--- config.mk ---
export PLATFORM = sky130hd
export DESIGN_NAME = mem_bridge
export DESIGN_NICKNAME = d
export VERILOG_FILES = /design/src/rtl/mem_bridge_pkg.sv /design/src/rtl/mem_bridge_phase_timer.sv /design/src/rtl/mem_bridge.sv
export SDC_FILE = /design/constraint.sdc
export NUM_CORES = 1
export LEC_CHECK = 0
export ABC_AREA = 0
export CORE_ASPECT_RATIO = 1.5
export CORE_MARGIN = 2
export CORE_UTILIZATION = 45
export DETAILED_ROUTE_END_ITERATION = 7
export PLACE_DENSITY = 0.9
export SLEW_MARGIN = 20
export SYNTH_ARGS = -nofsm -noshare
export SYNTH_HDL_FRONTEND = slang
export SYNTH_SLANG_ARGS = --single-unit
export TNS_END_PERCENT = 20
--- constraint.sdc ---
create_clock -name clk -period 2.5 [get_ports clk]
set_clock_uncertainty 0.1 [all_clocks]
set_input_delay 0.375 -clock clk [delete_from_list [all_inputs] [get_ports clk]]
set_output_delay 0.375 -clock clk [all_outputs]
set_load 0.1 [all_outputs]
--- src/rtl/mem_bridge_pkg.sv ---
// mem_bridge_pkg: shared types and constants for the CPU-to-memory bridge.
//   state_t         - bridge FSM state encoding
//   TIMEOUT_DEFAULT - default maximum wait cycles per bus phase
//   is_bus()        - true for states that drive a memory request
package mem_bridge_pkg;

    localparam int unsigned ADDR_W          = 20;
    localparam int unsigned DATA_W          = 16;
    localparam int unsigned INSTR_W         = 32;
    localparam int unsigned TIMEOUT_DEFAULT = 255;

    typedef enum logic [2:0] {
        IDLE = 3'd0,
        WR   = 3'd1,
        RD   = 3'd2,
        I_LO = 3'd3,
        I_HI = 3'd4,
        DONE = 3'd5
    } state_t;

    function automatic logic is_bus(input state_t s);
        return (s == WR) || (s == RD) || (s == I_LO) || (s == I_HI);
    endfunction

endpackage

--- src/rtl/mem_bridge_phase_timer.sv ---
// phase_timer: counts wait cycles of one memory bus phase.
//   clk, rst - rising-edge clock, synchronous active-high reset
//   clear    - restart the count (used between phases)
//   enable   - a bus phase is in progress
//   expired  - high in the TIMEOUT-th cycle of an enabled phase
module phase_timer
    import mem_bridge_pkg::*;
#(
    parameter int unsigned TIMEOUT = TIMEOUT_DEFAULT
) (
    input  logic clk,
    input  logic rst,
    input  logic clear,
    input  logic enable,
    output logic expired
);

    localparam int unsigned CW = (TIMEOUT > 1) ? $clog2(TIMEOUT) : 1;
    localparam logic [CW-1:0] LAST = CW'(TIMEOUT - 1);

    logic [CW-1:0] count;

    // Count holds at LAST; the owner advances the phase in that cycle.
    assign expired = enable && (count == LAST);

    always_ff @(posedge clk) begin
        if (rst || clear) begin
            count <= '0;
        end else if (enable && !expired) begin
            count <= count + CW'(1);
        end
    end

endmodule

--- src/rtl/mem_bridge.sv ---
// mem_bridge: turns level CPU read/write/fetch requests into req/ack memory
// phases. A fetch is two 16-bit reads (addr, addr+1) assembled into 32 bits.
// Each phase aborts after TIMEOUT cycles with data 16'hFFFF and sets c_err.
//   CPU side : c_addr, c_wdata, c_read, c_write, c_instr, c_read_done (in)
//              c_rdata, c_instr_out, c_busy, c_cack, c_ready, c_err (out)
//   Mem side : m_addr, m_wdata, m_req, m_we (out); m_rdata, m_ack (in)
module mem_bridge
    import mem_bridge_pkg::*;
#(
    parameter int unsigned TIMEOUT = TIMEOUT_DEFAULT
) (
    input  logic               clk,
    input  logic               rst,
    input  logic [ADDR_W-1:0]  c_addr,
    input  logic [DATA_W-1:0]  c_wdata,
    input  logic               c_read,
    input  logic               c_write,
    input  logic               c_instr,
    input  logic               c_read_done,
    output logic [DATA_W-1:0]  c_rdata,
    output logic [INSTR_W-1:0] c_instr_out,
    output logic               c_busy,
    output logic               c_cack,
    output logic               c_ready,
    output logic               c_err,
    output logic [ADDR_W-1:0]  m_addr,
    output logic [DATA_W-1:0]  m_wdata,
    output logic               m_req,
    output logic               m_we,
    input  logic [DATA_W-1:0]  m_rdata,
    input  logic               m_ack
);

    state_t state, state_n;

    logic              bus_c;
    logic              ack_c;
    logic              expired;
    logic              timeout_c;
    logic              step_c;
    logic              accept_c;
    logic              clear_c;
    logic [DATA_W-1:0] phase_data_c;

    // Phase bookkeeping; m_ack only counts while a request is out.
    assign bus_c        = is_bus(state);
    assign ack_c        = m_req && m_ack;
    assign timeout_c    = expired && !ack_c;
    assign step_c       = bus_c && (ack_c || expired);
    assign clear_c      = !bus_c || step_c;
    assign phase_data_c = ack_c ? m_rdata : DATA_W'(16'hFFFF);

    phase_timer #(.TIMEOUT(TIMEOUT)) u_phase_timer (
        .clk     (clk),
        .rst     (rst),
        .clear   (clear_c),
        .enable  (bus_c),
        .expired (expired)
    );

    // State register.
    always_ff @(posedge clk) begin
        if (rst) begin
            state <= IDLE;
        end else begin
            state <= state_n;
        end
    end

    // Next state; write wins over read, and DONE exit never overlaps acceptance.
    always_comb begin
        state_n  = state;
        accept_c = 1'b0;
        case (state)
            IDLE: begin
                if (c_write) begin
                    state_n  = WR;
                    accept_c = 1'b1;
                end else if (c_read) begin
                    state_n  = c_instr ? I_LO : RD;
                    accept_c = 1'b1;
                end
            end
            WR, RD, I_HI: begin
                if (step_c) state_n = DONE;
            end
            I_LO: begin
                if (step_c) state_n = I_HI;
            end
            DONE: begin
                if ((c_read && c_read_done) || (!c_read && !c_write)) state_n = IDLE;
            end
            default: state_n = IDLE;
        endcase
    end

    // Registered outputs and datapath.
    always_ff @(posedge clk) begin
        if (rst) begin
            c_rdata     <= '0;
            c_instr_out <= '0;
            c_busy      <= 1'b0;
            c_cack      <= 1'b0;
            c_ready     <= 1'b0;
            c_err       <= 1'b0;
            m_addr      <= '0;
            m_wdata     <= '0;
            m_req       <= 1'b0;
            m_we        <= 1'b0;
        end else begin
            c_cack  <= accept_c;
            c_busy  <= is_bus(state_n);
            m_req   <= is_bus(state_n);
            m_we    <= (state_n == WR);
            c_ready <= (state_n == DONE);

            if (accept_c) begin
                m_addr  <= c_addr;
                m_wdata <= c_wdata;
                c_err   <= 1'b0;
            end

            if (step_c) begin
                if (timeout_c) c_err <= 1'b1;
                case (state)
                    RD:   c_rdata <= phase_data_c;
                    I_LO: begin
                        c_instr_out[15:0] <= phase_data_c;
                        // m_addr still holds the latched address; wraps at 20 bits.
                        m_addr            <= m_addr + ADDR_W'(1);
                    end
                    I_HI: c_instr_out[31:16] <= phase_data_c;
                    default: ;
                endcase
            end
        end
    end

endmodule
==> qor.csv <==
metric,value,unit
Min-Delay Path Class,reg -> reg,
peak supply drop,518,µV
CP max FO,12,
Synth Register Bits,100,
fmax,463,MHz
"EDFF count, synth",0,
Sink Count,100,
"most common cell after layout, fill and taps aside",buf_4,
H-Tree Depth,3,
DRT Pass-1 Iters,6,
Slew @ Worst Pin,0.617,ns
Worst Path Required,2.61,ns
vias per std cell,5.87,
die height,122,µm
clock-pin slew on the worst setup and hold paths,0.07,ns
pwr/cell area,782,nW/µm²
RSZ-0062 raised after global routing,false,
Mapped Area,4170,µm²
Clock Latency Late Sink,0.34,ns
status,"finished, final reports clean",
dominant cells by area after synthesis,"dfxtp_1, o221a_2, nand2_1",
top cell type's share of synthesized area,48.0,%
vias in the first global route,3899,
Worst Setup End Kind,flip-flop,
Max Slew Vio Count,0,
clock tree root buffer cell,clkbuf_16,
Fillers,758,
CTS tree,yes,
DR iter-0 viols,296,
synthesized instance count,431,
first-pass GRT wire length,18800,µm
largest net degree at the start of global routing,57,
final setup violation count,0,
"Min Clock Period, post-route",2.16,ns
Ys Warns,0,
Finished Cell Area,5850,µm²
post-route ant nets,0,
Initial Utilization,45.6,%
Rows,43,
Tot GR Track Use,23.7,%
Tcrit/Tclk final,86.3,%
CTS buffer count,9,
Final Hold Violating Endpoints,0,
Final nets,630,
Die Area,10100,µm²
clk buf depth,2,
max-cap viol count,0,
Vias,4023,
TNS Setup,0,ns
post-CTS sizing,0,
LEAKAGE,2.32,nW
ys async rst share,0,%
Post-Place Cells,669,
Post-CTS Hold Fix Bufs,0,
Routed WL,11500,µm
post-CTS setup buffer count,0,
initial antenna violation count,0,
critical path class,reg -> reg,
core area,9150,µm²
Synth area leader,dfxtp_1,
port bufs,148,
"Seq/Total Area, Yosys",48.0,%
startpoint types,flip-flop,
syn avg cell area,9.67,µm²
I/O pin count,149,
# DRC,0,
GP Congestion,0.929,
Synthesized Nets,493,
share of cells above drive strength 1,32.1,%
ant diodes,0,
Post-DP HPWL,8320,µm
"Distinct cells, synth",60,
Post-DP Area,5530,µm²
most frequent cells in the layout,"buf_4, dfxtp_1, nand2_1, clkdlybuf4s50_1, o221a_2",
total congestion overflow,0,
final non-filler cell total,685,
relative slew slack,58.8,%
die width,82.6,µm
routed length per instance,16.8,µm
area delta synth->final,40.3,%
"Top FF cell, synth",dfxtp_1,
Power Total,4.57,mW
critical path arrival,2.27,ns
==> through the flow <==
step	setup WS (ns)	hold WS [ns]	utilization, %
CTS	0.149	0.360	63.9
global placement	0.00136	0.343	60.5
detailed placement	-0.00513	0.351	60.5
floorplan	0.0265	0.341	-
finish	0.342	0.358	63.9
global route	0.146	0.390	63.9
==> report_power, final <==
| group | internal, mW | switching (mW) |
|---|---|---|
| clock | 0.832 | 0.594 |
| combinational | 0.349 | 0.996 |
| sequential | 1.70 | 0.106 |
==> final cells by class <==
cell class | count | area, µm² | area share (%)
clock buffer | 11 | 253 | 4.32
tap | 112 | 140 | 2.40
multi-input combinational | 296 | 2020 | 34.5
inverter | 3 | 11.3 | 0.193
timing repair buffer | 158 | 1360 | 23.2
sequential | 100 | 2010 | 34.4
clock inverter | 5 | 58.8 | 1.01
==> Yosys cell counts, types with 4 or more instances <==
library cell  number
a211oi_1           5
a21oi_1           37
a311oi_1           4
a31oi_1            4
and3_1             4
buf_2             11
clkbuf_1          19
dfxtp_1          100
nand2_1           62
nand3_1           12
nor2_1            16
nor2b_1            4
nor3_1             6
nor4_1             8
o211ai_1           4
o21ai_0            8
o21ai_1            5
o221a_2           45
o22ai_1            4
or3_1              9
==> path summary, 6_finish.rpt <==
| check | startpoint | to | slack (ns) | cells after the start |
|---|---|---|---|---|
| max | state[0] | m_we | 0.34 | 5 |
| min | m_wdata[1] | m_wdata[1] | 0.36 | 2 |
| max reg2reg | state[0] | m_we | 0.34 | 5 |
| min reg2reg | m_wdata[1] | m_wdata[1] | 0.36 | 2 |
==> flip-flops by register name, summed over array words and instances, names as in the netlist, 3 cells and up <==
name,cells
c_instr_out,32
m_addr,20
c_rdata,16
m_wdata,16
u_phase_timer.count,8
state,3
==> critical path, cell delays in order (launching register included) <==
cell and delay (ns):
dfxtp_1 0.60, nor3_2 0.14, nor4b_2 0.50, o32ai_1 0.19
o21a_1 0.17, nor4b_1 0.33
==> cells by family after synthesis <==
logic type	count (synthesis)	share of synthesized area (%)
multiplexers	1	0.240
adder cells (fa/ha/maj)	3	0.901
XOR/XNOR	4	0.841
flip-flops	100	48.0
AO/OA/AOI/OAI	140	27.1
buffers and inverters	35	3.66
AND/OR/NAND/NOR	148	19.2
==> per-layer routing <==
| layer | vias up | global-route usage, % | wire [µm] |
|---|---|---|---|
| met5 | - | 0 | 0 |
| met4 | 0 | 8.91 | 283 |
| met3 | 22 | 6.44 | 982 |
| met2 | 166 | 39.6 | 5730 |
| met1 | 1915 | 28.5 | 4480 |
| li1 | 1920 | - | - |
Note: power is estimated with default switching activity, not from simulation.
